`src/rtl/instr_fetch2_queue_if.sv`:
```
// Fetch-stage-2 bundle: fetch1 request, icache data-array read port, decode-side output.
// Master drives requests/read data/ready; slave is the fetch2 queue.
`ifndef FETCH_WIDTH
`define FETCH_WIDTH 4
`endif
`ifndef INSTR_WIDTH
`define INSTR_WIDTH 32
`endif
`ifndef PADDR_WIDTH
`define PADDR_WIDTH 32
`endif

interface instr_fetch2_queue_if #(
   parameter int unsigned FETCH_WIDTH = `FETCH_WIDTH,
   parameter int unsigned INSTR_WIDTH = `INSTR_WIDTH,
   parameter int unsigned PADDR_WIDTH = `PADDR_WIDTH
);
   logic                                      i_req_valid;
   logic                                      o_req_ready;
   logic [PADDR_WIDTH-1:0]                    i_paddr;
   logic [FETCH_WIDTH-1:0][1:0]               i_valids;
   logic                                      i_flush;
   logic                                      o_rd_en;
   logic [PADDR_WIDTH-1:0]                    o_rd_paddr;
   logic [FETCH_WIDTH-1:0][INSTR_WIDTH-1:0]   i_rd_data;
   logic                                      o_valid;
   logic                                      i_ready;
   // fetched_instr_t per slot: {instruction, 2-bit valid code}
   logic [FETCH_WIDTH-1:0][INSTR_WIDTH+1:0]   o_instrs;

   modport master (
      output i_req_valid, i_paddr, i_valids, i_flush, i_rd_data, i_ready,
      input  o_req_ready, o_rd_en, o_rd_paddr, o_valid, o_instrs
   );

   modport slave (
      input  i_req_valid, i_paddr, i_valids, i_flush, i_rd_data, i_ready,
      output o_req_ready, o_rd_en, o_rd_paddr, o_valid, o_instrs
   );
endinterface

```
`src/rtl/instr_fetch2_queue.sv`:
```
// Fetch stage 2: issues icache data reads for accepted groups and queues the returning data.
// Define FETCH2_BYPASS_EN to forward returning data straight to the output when the queue is empty.
`ifndef FETCH_WIDTH
`define FETCH_WIDTH 4
`endif
`ifndef INSTR_WIDTH
`define INSTR_WIDTH 32
`endif
`ifndef PADDR_WIDTH
`define PADDR_WIDTH 32
`endif

module instr_fetch2_queue #(
   parameter int unsigned FETCH_WIDTH = `FETCH_WIDTH,
   parameter int unsigned INSTR_WIDTH = `INSTR_WIDTH,
   parameter int unsigned PADDR_WIDTH = `PADDR_WIDTH,
   parameter int unsigned DEPTH       = 2
) (
   input  logic                 i_clk,
   input  logic                 i_rst,
   instr_fetch2_queue_if.slave  bus
);
   localparam int unsigned SLOT_W = INSTR_WIDTH + 2;
   localparam int unsigned PTR_W  = $clog2(DEPTH);
   localparam int unsigned CNT_W  = $clog2(DEPTH + 1);
   localparam int unsigned OCC_W  = CNT_W + 1;

   typedef logic [FETCH_WIDTH-1:0][SLOT_W-1:0] group_t;

   if (DEPTH < 2 || (DEPTH & (DEPTH - 1)) != 0) begin : g_bad_depth
      $error("instr_fetch2_queue: DEPTH must be a power of 2 and at least 2");
   end

   group_t                    mem [DEPTH];
   logic [PTR_W-1:0]          wr_ptr;
   logic [PTR_W-1:0]          rd_ptr;
   logic [CNT_W-1:0]          count;
   logic                      s1_valid;
   logic [FETCH_WIDTH-1:0][1:0] s1_valids;

   group_t                    s1_group;
   logic [OCC_W-1:0]          occupancy;
   logic                      req_ready;
   logic                      accept;
   logic                      q_nonempty;
   logic                      bypass;
   logic                      push;
   logic                      pop;

   always_comb begin
      s1_group = '0;
      for (int unsigned i = 0; i < FETCH_WIDTH; i++)
         s1_group[i] = {bus.i_rd_data[i], s1_valids[i]};
   end

   // Readiness counts the read still in flight so its returning data always has a free entry.
   assign occupancy  = OCC_W'(count) + OCC_W'(s1_valid);
   assign req_ready  = occupancy < OCC_W'(DEPTH);
   assign accept     = bus.i_req_valid && req_ready && !bus.i_flush && !i_rst;
   assign q_nonempty = (count != '0);

`ifdef FETCH2_BYPASS_EN
   assign bypass = !q_nonempty && s1_valid && !bus.i_flush;
   assign push   = s1_valid && !bus.i_flush && !(bypass && bus.i_ready);
`else
   assign bypass = 1'b0;
   assign push   = s1_valid && !bus.i_flush;
`endif

   assign pop = q_nonempty && !bus.i_flush && bus.i_ready;

   assign bus.o_req_ready = req_ready;
   assign bus.o_rd_en     = accept;
   assign bus.o_rd_paddr  = bus.i_paddr;
   assign bus.o_valid     = (q_nonempty || bypass) && !bus.i_flush;

   always_comb begin
      bus.o_instrs = '0;
      if (q_nonempty)
         bus.o_instrs = mem[rd_ptr];
      else if (bypass)
         bus.o_instrs = s1_group;
   end

   always_ff @(posedge i_clk or posedge i_rst) begin
      if (i_rst) begin
         count     <= '0;
         wr_ptr    <= '0;
         rd_ptr    <= '0;
         s1_valid  <= 1'b0;
         s1_valids <= '0;
         for (int unsigned i = 0; i < DEPTH; i++)
            mem[i] <= '0;
      end else if (bus.i_flush) begin
         count    <= '0;
         wr_ptr   <= '0;
         rd_ptr   <= '0;
         s1_valid <= 1'b0;
      end else begin
         s1_valid <= accept;
         if (accept)
            s1_valids <= bus.i_valids;
         if (push) begin
            mem[wr_ptr] <= s1_group;
            wr_ptr      <= wr_ptr + 1'b1;
         end
         if (pop)
            rd_ptr <= rd_ptr + 1'b1;
         case ({push, pop})
            2'b10:   count <= count + 1'b1;
            2'b01:   count <= count - 1'b1;
            default: count <= count;
         endcase
      end
   end
endmodule

```
`src/flat_wrapper.sv`:
```
// flat-port wrapper written by rule: the top's interface ports become plain ports
module instr_fetch2_queue_flat 
#(
   parameter int unsigned FETCH_WIDTH = `FETCH_WIDTH,
   parameter int unsigned INSTR_WIDTH = `INSTR_WIDTH,
   parameter int unsigned PADDR_WIDTH = `PADDR_WIDTH,
   parameter int unsigned DEPTH       = 2
)
  (i_clk, i_rst, bus_i_req_valid, bus_i_paddr, bus_i_valids, bus_i_flush, bus_i_rd_data, bus_i_ready, bus_o_req_ready, bus_o_rd_en, bus_o_rd_paddr, bus_o_valid, bus_o_instrs);
  instr_fetch2_queue_if #(.FETCH_WIDTH(FETCH_WIDTH), .INSTR_WIDTH(INSTR_WIDTH), .PADDR_WIDTH(PADDR_WIDTH)) bus_i ();
  input  logic i_clk;
  input  logic i_rst;
  input wire logic [$bits(bus_i.i_req_valid)-1:0] bus_i_req_valid;
  input wire logic [$bits(bus_i.i_paddr)-1:0] bus_i_paddr;
  input wire logic [$bits(bus_i.i_valids)-1:0] bus_i_valids;
  input wire logic [$bits(bus_i.i_flush)-1:0] bus_i_flush;
  input wire logic [$bits(bus_i.i_rd_data)-1:0] bus_i_rd_data;
  input wire logic [$bits(bus_i.i_ready)-1:0] bus_i_ready;
  output wire logic [$bits(bus_i.o_req_ready)-1:0] bus_o_req_ready;
  output wire logic [$bits(bus_i.o_rd_en)-1:0] bus_o_rd_en;
  output wire logic [$bits(bus_i.o_rd_paddr)-1:0] bus_o_rd_paddr;
  output wire logic [$bits(bus_i.o_valid)-1:0] bus_o_valid;
  output wire logic [$bits(bus_i.o_instrs)-1:0] bus_o_instrs;
  assign bus_i.i_req_valid = bus_i_req_valid;
  assign bus_i.i_paddr = bus_i_paddr;
  assign bus_i.i_valids = bus_i_valids;
  assign bus_i.i_flush = bus_i_flush;
  assign bus_i.i_rd_data = bus_i_rd_data;
  assign bus_i.i_ready = bus_i_ready;
  assign bus_o_req_ready = bus_i.o_req_ready;
  assign bus_o_rd_en = bus_i.o_rd_en;
  assign bus_o_rd_paddr = bus_i.o_rd_paddr;
  assign bus_o_valid = bus_i.o_valid;
  assign bus_o_instrs = bus_i.o_instrs;
  instr_fetch2_queue #(.FETCH_WIDTH(FETCH_WIDTH), .INSTR_WIDTH(INSTR_WIDTH), .PADDR_WIDTH(PADDR_WIDTH), .DEPTH(DEPTH)) u_core (.i_clk(i_clk), .i_rst(i_rst), .bus(bus_i));
endmodule
```
`config.mk`:
```
export PLATFORM = sky130hd
export DESIGN_NAME = instr_fetch2_queue_flat
export DESIGN_NICKNAME = d
export VERILOG_FILES = /design/src/rtl/instr_fetch2_queue_if.sv /design/src/rtl/instr_fetch2_queue.sv /design/src/flat_wrapper.sv
export SDC_FILE = /design/constraint.sdc
export NUM_CORES = 1
export LEC_CHECK = 0
export CORE_MARGIN = 1.5
export CORE_UTILIZATION = 49
export CTS_CLUSTER_DIAMETER = 50
export DETAILED_ROUTE_END_ITERATION = 6
export PLACE_DENSITY = 0.85
export SYNTH_ARGS = -nofsm -noshare
export SYNTH_HDL_FRONTEND = slang
export SYNTH_SLANG_ARGS = --single-unit
```
`constraint.sdc`:
```
create_clock -name i_clk -period 14.4 [get_ports i_clk]
set_clock_uncertainty 0.1 [all_clocks]
set_input_delay 4.32 -clock i_clk [delete_from_list [all_inputs] [get_ports i_clk]]
set_output_delay 4.32 -clock i_clk [all_outputs]
set_load 0.005 [all_outputs]
```
### After elaboration in Yosys (flattened, before gate mapping)

Cells that the tools add are included.
Widths: inputs -> output; s select.

| storage, ports and cells | value |
|---|---|
| flip-flop bits (word level) | 285 |
| input bits | 173 |
| output and inout bits | 171 |
| logic and storage cells | 59 |

| cells by class | value |
|---|---|
| add/subtract/negate cells | 5 |
| $lt $le $gt $ge | 4 |
| equality and inequality tests | 2 |
| muxes and demuxes | 14 |
| bitwise logic cells | 3 |
| reduce and logical (&&, ||, !) cells | 15 |

Operator list:

| kind | number |
|---|---|
| $mux 136 | 5 |
| $bwmux 272 | 1 |
| $demux 136 s1 | 1 |
| $logic_and 1x1->1 | 7 |
| $reduce_bool 2->1 | 3 |
| $mux 1 | 5 |
| $ge 2x2->1 const B | 2 |
| $not 1->2 | 2 |
| $pmux 2 s2 | 1 |
| $reduce_and 2->1 | 2 |
| $add 2x1->3 | 1 |
| $lt 3x2->1 const B | 1 |
| $reduce_bool 3->1 | 1 |
| $add 1x1->1 const B | 2 |
| $add 2x1->2 const B | 1 |
| $eq 2x1->1 const B | 1 |
| $eq 2x2->1 const B | 1 |
| $logic_not 1->1 | 2 |
| $lt 2x1->1 const B | 1 |
| $mux 2 | 1 |
| $sub 2x1->2 const B | 1 |
| $not 1->1 | 1 |

### Depth between registers and ports, before layout

Gate-level depths: netlist of the first run.

| depth | value |
|---|---|
| depth in word-level cells | 6 |
| depth in mapped cells | 6 |
| mapped depth without buffers | 3 |

### Worst setup path before layout of the first run

Ideal clock, no wire load.

| timing | value |
|---|---|
| kind | input to output |
| start point | input bus_i_flush |
| end point | output bus_o_rd_en |
| arrival | 4.711 ns |
| data required time | 9.980 ns |
| path slack | 5.269 ns |
| cell stages on the path | 3 |
| path buffers | 1 |
| cell sequence | nor2_1 -> and3_1 -> buf_4 |

| between the ends | value |
|---|---|
| cells in the longest elaborated chain, start to end | 3 |

Ends and longest elaborated chain:

| item | RTL line | text |
|---|---|---|
| start: declaration | flat_wrapper.sv:16 | `input wire logic [$bits(bus_i.i_flush)-1:0] bus_i_flush;` |
| $logic_not 1->1 | instr_fetch2_queue.sv:59 | `assign accept = bus.i_req_valid && req_ready && !bus.i_flush && !i_rst;` |
| $logic_and 1x1->1 (2 in a row) | instr_fetch2_queue.sv:59 |  |
| end: declaration | flat_wrapper.sv:20 | `output wire logic [$bits(bus_i.o_rd_en)-1:0] bus_o_rd_en;` |

Every way passes these cells.

### Worst setup path after layout of the first run

Ends and elaborated chain as after synthesis.

==> results of run 1 <==
-- layout make-up --
| cell class | instances | area (sq um) | share of cell area (%) |
|---|---|---|---|
| Sequential cell | 285 | 7140 | 42.7 |
| Multi-Input combinational cell | 574 | 5170 | 30.9 |
| Timing Repair Buffer | 289 | 2870 | 17.1 |
| Clock buffer | 42 | 942 | 5.63 |
| Tap cell | 335 | 419 | 2.51 |
| Clock inverter | 16 | 168 | 1.00 |
| Inverter | 3 | 18.8 | 0.112 |
| Antenna cell | 2 | 5.00 | 0.0299 |
-- cells by family after synthesis --
group | synth area share (%)
muxes | 35.1
DFF | 55.3
and+or+nand+nor | 4.57
buffers and inverters | 4.67
AOI/OAI and AO/OA | 0.262
xor gates and xnor gates | 0.136
-- power by group --
| part | switching [mW] | leakage [nW] | internal, mW |
|---|---|---|---|
| clock | 0.325 | 0.551 | 0.518 |
| combinational | 0.121 | 2.90 | 0.217 |
| sequential | 0.0800 | 3.62 | 0.960 |
-- per-layer routing --
layer,vias to the layer above,track usage [%],part of all wire [%]
met5,-,0,0
met4,0,7.29,2.9
met3,66,7.17,8.7
met2,239,34.2,48
met1,4120,23.9,41
li1,3752,-,-
-- synthesized netlist by cell type (all sizes together) --
master   count  area share (%)
nand3b       2            0.12
mux2i      137              11
nand2b       1           0.049
clkbuf      16            0.47
xnor2        1           0.068
or2          1           0.049
dfrtp      285              55
buf         77             4.1
o21ai        3            0.12
and3         2           0.097
and4         1           0.068
nor2       142             4.2
mux2       280              24
inv          3           0.087
xor2         1           0.068
a21oi        2           0.078
a2111oi      1           0.068
-- sequential cells by signal, summed over array words and instances (netlist names) --
name	count
u_core.s1_valid	1
u_core.count	2
u_core.mem	272
u_core.wr_ptr	1
u_core.s1_group	8
u_core.rd_ptr	1
-- final timing paths --
check | start | endpoint | cells after the start
max | bus_i_flush | bus_o_rd_en | 4
min | u_core.mem[214] | u_core.mem[214] | 1
max reg2reg | u_core.s1_valid | u_core.mem[198] | 4
min reg2reg | u_core.mem[214] | u_core.mem[214] | 1
max in group asynchronous | i_rst | u_core.mem[43] | 4
min in group asynchronous | i_rst | u_core.wr_ptr | 2
-- through the flow --
| stage | hold slack, ps | utilization (%) | std cells | setup WS [ps] | instance area, sq um |
|---|---|---|---|---|---|
| floorplan | 357 | - | 955 | 2120 | 12900 |
| global placement | 368 | 60.3 | 1486 | 3750 | 15600 |
| detailed placement | 375 | 60.3 | 1486 | 3720 | 15600 |
| CTS | 391 | 64.5 | 1544 | 3710 | 16700 |
| global route | 399 | 64.5 | 1544 | 3640 | 16700 |
| finish | 388 | 64.6 | 1546 | 3760 | 16700 |
==> metrics.md, run 1 <==
| Metric | Value |
|---|---|
| Outcome | `completed` |
| # port buffers | `279` |
| H-tree levels | `2` |
| Synthesis Warnings | `0` |
| Total grt overflow | `0` |
| # Max-Cap Violations | `0` |
| Worst Setup Path Type | `primary input to output port` |
| Most common cell after layout, fill and taps aside | `dfrtp_1` |
| Share of layout cells above drive strength 1 | `27.4%` |
| Hpwl dp | `around 18 mm` |
| Final antenna-violating net count | `0` |
| Fill cells | `1,934` |
| Worst Hold Class | `flop to flop` |
| Fin crit share | `around three quarters` |
| Crit-path most repeated cell | `clkdlybuf4s50_1` |
| CP delay by family, top | `buffers and inverters` |
| Lkg Pwr | `7.07 nW` |
| Crit path max fanout | `9` |
| Sequential cell area fraction in the yosys report | `55.3%` |
| Post-layout net count | `approximately 1,400` |
| PwrDens | `133 nW/um^2` |
| Clock sinks | `285` |
| Post-Route WL | `around 28 mm` |
| Largest net degree at the start of global routing | `142` |
| Core Region | `25,900 sq um` |
| Cell Chain, Critical Path | `clkdlybuf4s50_1 -> nor2_1 -> and3_1 -> clkdlybuf4s50_1` |
| Synth-to-layout area growth | `29.7%` |
| Endpoints failing hold | `0` |
| Detailed Route Iter0 Violations | `361` |
| Maximum root-to-sink buffer count | `3` |
| Clock slew at reported path FFs | `60 ps` |
| Initial Util | `49.8%` |
| CTS tree | `built` |
| IO Count | `344` |
| Synth cell types | `21` |
| Die area | `~27,000 sq um` |
| Vias in the first global route | `roughly 8,500` |
| Max VDD drop | `100 uV` |
| Chip width | `~170 microns` |
| Antenna violations before repair | `1` |
| Slowest cell on crit path | `clkdlybuf4s50_1` |
| Syn Inst Count | `about 960` |
| TritonCTS buffer count | `34` |
| Setup TNS Final | `0 ps` |
| Syn nets | `1,128` |
| Required time worst endpoint | `9980 ps` |
| Clock period minus worst slack | `~11,000 ps` |
| Commonest cells after routing, fill and taps aside | `dfrtp_1, clkdlybuf4s50_1, mux2_2` |
| Residual DRC | `0` |
| Clk_lat worst skew | `500 ps` |
| Power, Total | `between 2 and 2.5 mW` |
| Avg Inst Size Synth | `13.5 sq um` |
| First-pass GRT wire length | `43.6 mm` |
| Vias/cell | `5.29` |
| Max Freq | `0.0940 GHz` |
| Post-CTS Resized | `0` |
| Bufs and invs on worst path | `2` |
| Root Buffer | `clkbuf_16` |
| Startpoint Class | `primary input` |
| Site Rows | `59` |
| Worst slew pin tran | `1080 ps` |
| Slew Limit Fails | `0` |
| Gr usage total | `20.3%` |
| R2r setup slk | `12,170 ps` |
| Drt pass-1 iters | `4` |
| Yosys reg bits | `285` |
| DR WL/cell | `18.4 microns` |
| Placer Congestion | `between 0.7 and 0.8` |
| Setup bufs post-CTS | `0` |
| Slowest stage delay, CP | `640 ps` |
| Die height | `165 microns` |
| Post-Syn Area | `12,900 sq um` |
| Slew HR | `28.1%` |
| Hold-fix buffers, CTS | `0` |
| Final setup vio count | `0` |
| Data arrival, critical path | `around 6200 ps` |
| CP Capture Type | `output port` |
| RSZ-0062 raised after global routing | `false` |
| DR vias | `between 8,000 and 9,000` |
(Power assumes the default switching activity.)
==> inputs of run 2 (changes only) <==
Settings changed: CORE_UTILIZATION 49 to 44, PLACE_DENSITY 0.85 to 0.81.
Clock period 14.4 ns to 9.17 ns, I/O delays scaled along.
==> metrics.md, run 2 (synthesis results as in run 1) <==
| Metric | Value |
|---|---|
| Share of layout cells above drive strength 1 | `27.2% (was 27.4%)` |
| Crit-path most repeated cell | `clkdlybuf4s50_1 (unchanged)` |
| Maximum root-to-sink buffer count | `3 (unchanged)` |
| Endpoints failing hold | `0 (unchanged)` |
| Vias in the first global route | `8,848 (was 8,471)` |
| RSZ-0062 raised after global routing | `false (unchanged)` |
| TritonCTS buffer count | `31 (was 34)` |
| Final setup vio count | `0 (unchanged)` |
| First-pass GRT wire length | `46.1 mm (was 43.6 mm)` |
| Bufs and invs on worst path | `2 (unchanged)` |
| Lkg Pwr | `7.06 nW (was 7.07 nW)` |
| # port buffers | `279 (unchanged)` |
| CTS tree | `built (unchanged)` |
| CP delay by family, top | `buffers and inverters (unchanged)` |
| Dpl cells | `1,536 (was 1,486)` |
| Clock sinks | `285 (unchanged)` |
| Die height | `174 microns (was 165 microns)` |
| Chip width | `174 microns (was 165 microns)` |
| Drt pass-1 iters | `4 (unchanged)` |
| Antenna fix cells | `0 (was 2)` |
| Antenna violations before repair | `0 (was 1)` |
| Hpwl dp | `17.9 mm (was 18.0 mm)` |
| Synth-to-layout area growth | `30.1% (was 29.7%)` |
| Post-CTS Resized | `0 (unchanged)` |
| DR WL/cell | `17.7 microns (was 18.4 microns)` |
| Largest net degree at the start of global routing | `146 (was 142)` |
| Most common cell after layout, fill and taps aside | `dfrtp_1 (unchanged)` |
| Site Rows | `62 (was 59)` |
| Vias/cell | `5.13 (was 5.29)` |
| IO Count | `344 (unchanged)` |
| PwrDens | `207 nW/um^2 (was 133 nW/um^2)` |
| Setup TNS Final | `0 ps (unchanged)` |
| Final worst setup slack | `1660 ps (was 3760 ps)` |
| Root Buffer | `clkbuf_16 (unchanged)` |
| Startpoint Class | `primary input (unchanged)` |
| Worst Setup Path Type | `primary input to output port (unchanged)` |
| Initial Util | `44.8% (was 49.8%)` |
| DR vias | `8,174 (was 8,177)` |
| Cell Chain, Critical Path | `clkdlybuf4s50_1 -> nor2_1 -> and3_1 -> clkdlybuf4s50_1 (unchanged)` |
| Setup bufs post-CTS | `0 (unchanged)` |
| Fin crit share | `81.9%` |
| Slew HR | `31.3% (was 28.1%)` |
| Max reg flops | `272 (unchanged)` |
| H-tree levels | `1 (was 2)` |
| Worst slew pin tran | `1030 ps (was 1080 ps)` |
| Post-layout net count | `1,358 (was 1,360)` |
| Gr usage total | `18.6% (was 20.3%)` |
| Max Freq | `about 0.13 GHz` |
| Die area | `30,400 sq um (was 27,300 sq um)` |
| Power, Total | `3.48 mW (was 2.22 mW)` |
| Total grt overflow | `0 (unchanged)` |
| Slowest cell on crit path | `clkdlybuf4s50_1 (unchanged)` |
| Final antenna-violating net count | `0 (unchanged)` |
| Crit path max fanout | `9 (unchanged)` |
| Outcome | `completed (unchanged)` |
| # Max-Cap Violations | `0 (unchanged)` |
| Clk_lat worst skew | `540 ps (was 500 ps)` |
| Post-Route WL | `28.2 mm (was 28.5 mm)` |
| Slew Limit Fails | `0 (unchanged)` |
| Max VDD drop | `128 uV (was 100 uV)` |
| Commonest cells after routing, fill and taps aside | `dfrtp_1, clkdlybuf4s50_1, mux2_2 (unchanged)` |
| Non-filler cells, final | `1,592 (was 1,546)` |
| Hold-fix buffers, CTS | `0 (unchanged)` |
| DP Worst Slack | `1610 ps (was 3720 ps)` |
| Reg with most FFs | `u_core.mem (unchanged)` |
| Placer Congestion | `0.745 (was 0.718)` |
| Design area | `16,800 sq um (was 16,700 sq um)` |
| Detailed Route Iter0 Violations | `405 (was 361)` |
| Residual DRC | `0 (unchanged)` |
| Data arrival, critical path | `4660 ps (was 6220 ps)` |
| Core Region | `28,800 sq um (was 25,900 sq um)` |
| CP Capture Type | `output port (unchanged)` |
| Worst Hold Class | `flop to flop (unchanged)` |
| Clock period minus worst slack | `approximately 7500 ps` |
| Slowest stage delay, CP | `640 ps (about the same)` |
| Clock slew at reported path FFs | `60 ps (about the same)` |
| Area post-placement | `15,700 sq um (was 15,600 sq um)` |
| Required time worst endpoint | `6320 ps (was 9980 ps)` |
==> run 2: cell types whose count changed in the layout (fill, tap and decap cells not counted), moves of 2 or more <==
cell	previous run	this run
clkbuf_16	35	31
clkbuf_1	3	5
diode_2	2	0
bufinv_16	3	6
clkinv_2	9	6
==> run 2: final timing paths <==
path                                  from              end  slack, ps  depth (start not counted)
max                            bus_i_flush      bus_o_rd_en       1660                          4
min                         u_core.mem[25]   u_core.mem[25]        390                          1
max reg2reg                u_core.s1_valid  u_core.mem[213]       6990                          4
min reg2reg                 u_core.mem[25]   u_core.mem[25]        390                          1
max in group asynchronous            i_rst  u_core.mem[198]       4650                          4
min in group asynchronous            i_rst   u_core.mem[12]       2730                          3
==> run 2: metrics by stage <==
stage          utilization (%)  hold slack (ps)
3_5_place_dp              54.5              377
4_1_cts                   58.3              391
6_report                  58.3              389
2_1_floorplan                -              357
5_1_grt                   58.3              402
3_3_place_gp              54.5              368
==> run 2: routing by layer <==
metal | global-route usage [%] | vias up | wire length [microns]
met3 | 5.38 | 72 | 2000
met5 | 0 | - | 0
met4 | 6.68 | 0 | 1130
met2 | 31.1 | 233 | 13200
li1 | - | 3752 | -
met1 | 23.1 | 4117 | 11800
==> run 2: report_power, final <==
group	switching, mW	internal, mW
Clock	0.495	0.820
Combinational	0.190	0.341
Sequential	0.125	1.51
Total	0.809	2.67
==> run 2: layout make-up <==
cell class,count,area [sq um]
inverter,3,15.0
timing repair buffer,290,2890
fill,2324,12000
clock inverter,16,243
tap,384,480
multi-input combinational,574,5170
clock buffer,40,850
sequential,285,7140
==> inputs of run 3 (changes only) <==
Clock period 9.17 ns to 6.18 ns, I/O delays scaled along.
==> metrics.md, run 3 (synthesis results as in run 1) <==
| Metric | Value |
|---|---|
| Worst Setup Path Type | `primary input to output port (unchanged)` |
| CTS tree | `built (unchanged)` |
| Endpoints failing hold | `0 (unchanged)` |
| Required time worst endpoint | `4230 ps (was 6320 ps)` |
| Hold-fix buffers, CTS | `0 (unchanged)` |
| Final setup vio count | `0 (unchanged)` |
| Slew Limit Fails | `0 (unchanged)` |
| First-pass GRT wire length | `46.8 mm (was 46.1 mm)` |
| Chip width | `174 microns (unchanged)` |
| Lkg Pwr | `7.17 nW (was 7.06 nW)` |
| Clock period minus worst slack | `5520 ps` |
| Maximum root-to-sink buffer count | `3 (unchanged)` |
| RSZ-0062 raised after global routing | `false (unchanged)` |
| Drt pass-1 iters | `4 (unchanged)` |
| Commonest cells after routing, fill and taps aside | `dfrtp_1, clkdlybuf4s50_1, mux2_2 (unchanged)` |
| Startpoint Class | `primary input (unchanged)` |
| Setup bufs post-CTS | `0 (unchanged)` |
| Max reg flops | `272 (unchanged)` |
| Post-layout net count | `1,368 (was 1,358)` |
| CP delay by family, top | `buffers and inverters (unchanged)` |
| Antenna violations before repair | `0 (unchanged)` |
| Core Region | `28,800 sq um (unchanged)` |
| Multi-input logic area | `5170 sq um (unchanged)` |
| Detailed Route Iter0 Violations | `358 (was 405)` |
| Clk_lat worst skew | `500 ps (was 540 ps)` |
| Final antenna-violating net count | `0 (unchanged)` |
| Clock sinks | `285 (unchanged)` |
| Max Freq | `0.181 GHz` |
| Slew HR | `29.6% (was 31.3%)` |
| Slowest cell on crit path | `clkdlybuf4s50_1 (unchanged)` |
| Fin crit share | `a little under 90%` |
| Site Rows | `62 (unchanged)` |
| Most common cell after layout, fill and taps aside | `dfrtp_1 (unchanged)` |
| Crit-path most repeated cell | `clkdlybuf4s50_1 (unchanged)` |
| Residual DRC | `0 (unchanged)` |
| Setup TNS Final | `0 ps (unchanged)` |
| Reg with most FFs | `u_core.mem (unchanged)` |
| Worst slew pin tran | `1060 ps (was 1030 ps)` |
| Die height | `174 microns (unchanged)` |
| Initial Util | `44.8% (unchanged)` |
| Max VDD drop | `216 uV (was 128 uV)` |
| Vias/cell | `5.12 (was 5.13)` |
| Die area | `30,400 sq um (unchanged)` |
| Data arrival, critical path | `3570 ps (was 4660 ps)` |
| Crit path max fanout | `8 (was 9)` |
| Cell Chain, Critical Path | `clkdlybuf4s50_1 -> nor2_1 -> and3_1 -> clkdlybuf4s50_1 (unchanged)` |
| Placer Congestion | `0.738 (was 0.745)` |
| Root Buffer | `clkbuf_16 (unchanged)` |
| Slowest stage delay, CP | `580 ps (was 640 ps)` |
| Clock slew at reported path FFs | `60 ps (about the same)` |
| Share of layout cells above drive strength 1 | `27.8% (was 27.2%)` |
| IO Count | `344 (unchanged)` |
| Hpwl dp | `18.3 mm (was 17.9 mm)` |
| Final worst setup slack | `660 ps (was 1660 ps)` |
| Bufs and invs on worst path | `2 (unchanged)` |
| Post-Route WL | `28.8 mm (was 28.2 mm)` |
| Antenna fix cells | `0 (unchanged)` |
| Design area | `17,000 sq um (was 16,800 sq um)` |
| Worst Hold Class | `flop to flop (unchanged)` |
| DP Worst Slack | `711 ps (was 1610 ps)` |
| H-tree levels | `2 (was 1)` |
| Gr usage total | `19.2% (was 18.6%)` |
| Area post-placement | `15,800 sq um (was 15,700 sq um)` |
| Vias in the first global route | `8,904 (was 8,848)` |
| Storage cell area | `7140 sq um (unchanged)` |
| Outcome | `completed (unchanged)` |
| Power, Total | `5.26 mW (was 3.48 mW)` |
| Largest net degree at the start of global routing | `135 (was 146)` |
| # Max-Cap Violations | `0 (unchanged)` |
| Total grt overflow | `0 (unchanged)` |
| Synth-to-layout area growth | `31.6% (was 30.1%)` |
| CP Capture Type | `output port (unchanged)` |
| DR WL/cell | `17.9 microns (was 17.7 microns)` |
| PwrDens | `310 nW/um^2 (was 207 nW/um^2)` |
| # port buffers | `279 (unchanged)` |
| Post-CTS Resized | `0 (unchanged)` |
| DR vias | `8,215 (was 8,174)` |
| Fill cells | `2,259 (was 2,324)` |
| TritonCTS buffer count | `35 (was 31)` |
run 3: stage by stage:
stage | cells | hold slack (ps) | util (%)
6_report | 1604 | 391 | 59.0
4_1_cts | 1604 | 392 | 59.0
2_1_floorplan | 955 | 357 | -
5_1_grt | 1604 | 404 | 59.0
3_3_place_gp | 1542 | 367 | 54.9
3_5_place_dp | 1542 | 378 | 54.9
run 3: final timing paths:
path / to / start / slack, ps / depth (start not counted)
max reg2reg: u_core.mem[60] / u_core.s1_valid / 3910 / 3
max: bus_o_rd_en / bus_i_flush / 660 / 4
max in group asynchronous: u_core.mem[220] / i_rst / 3310 / 3
min in group asynchronous: u_core.s1_valid / i_rst / 1630 / 2
min reg2reg: u_core.mem[230] / u_core.mem[230] / 390 / 1
min: u_core.mem[230] / u_core.mem[230] / 390 / 1
run 3: layout make-up:
| cell class | count | share of cell area, % |
|---|---|---|
| Tap cell | 384 | 2.83 |
| Clock inverter | 11 | 0.722 |
| Clock buffer | 51 | 6.23 |
| Multi-Input combinational cell | 574 | 30.5 |
| Sequential cell | 285 | 42.0 |
| Inverter | 3 | 0.0884 |
| Timing Repair Buffer | 296 | 17.6 |
run 3: power by group:
part,switching [mW],leakage (nW),internal [mW]
combinational,0.283,2.96,0.510
sequential,0.188,3.62,2.24
clock,0.764,0.587,1.28
total,1.24,7.17,4.02
run 3: per-layer routing:
layer / up-vias / track usage (%) / share of wire (%)
met5: - / 0 / 0
met4: 0 / 6.39 / 3.0
met3: 73 / 6.74 / 8.4
met2: 244 / 32.0 / 48
met1: 4118 / 23.0 / 41
li1: 3780 / - / -
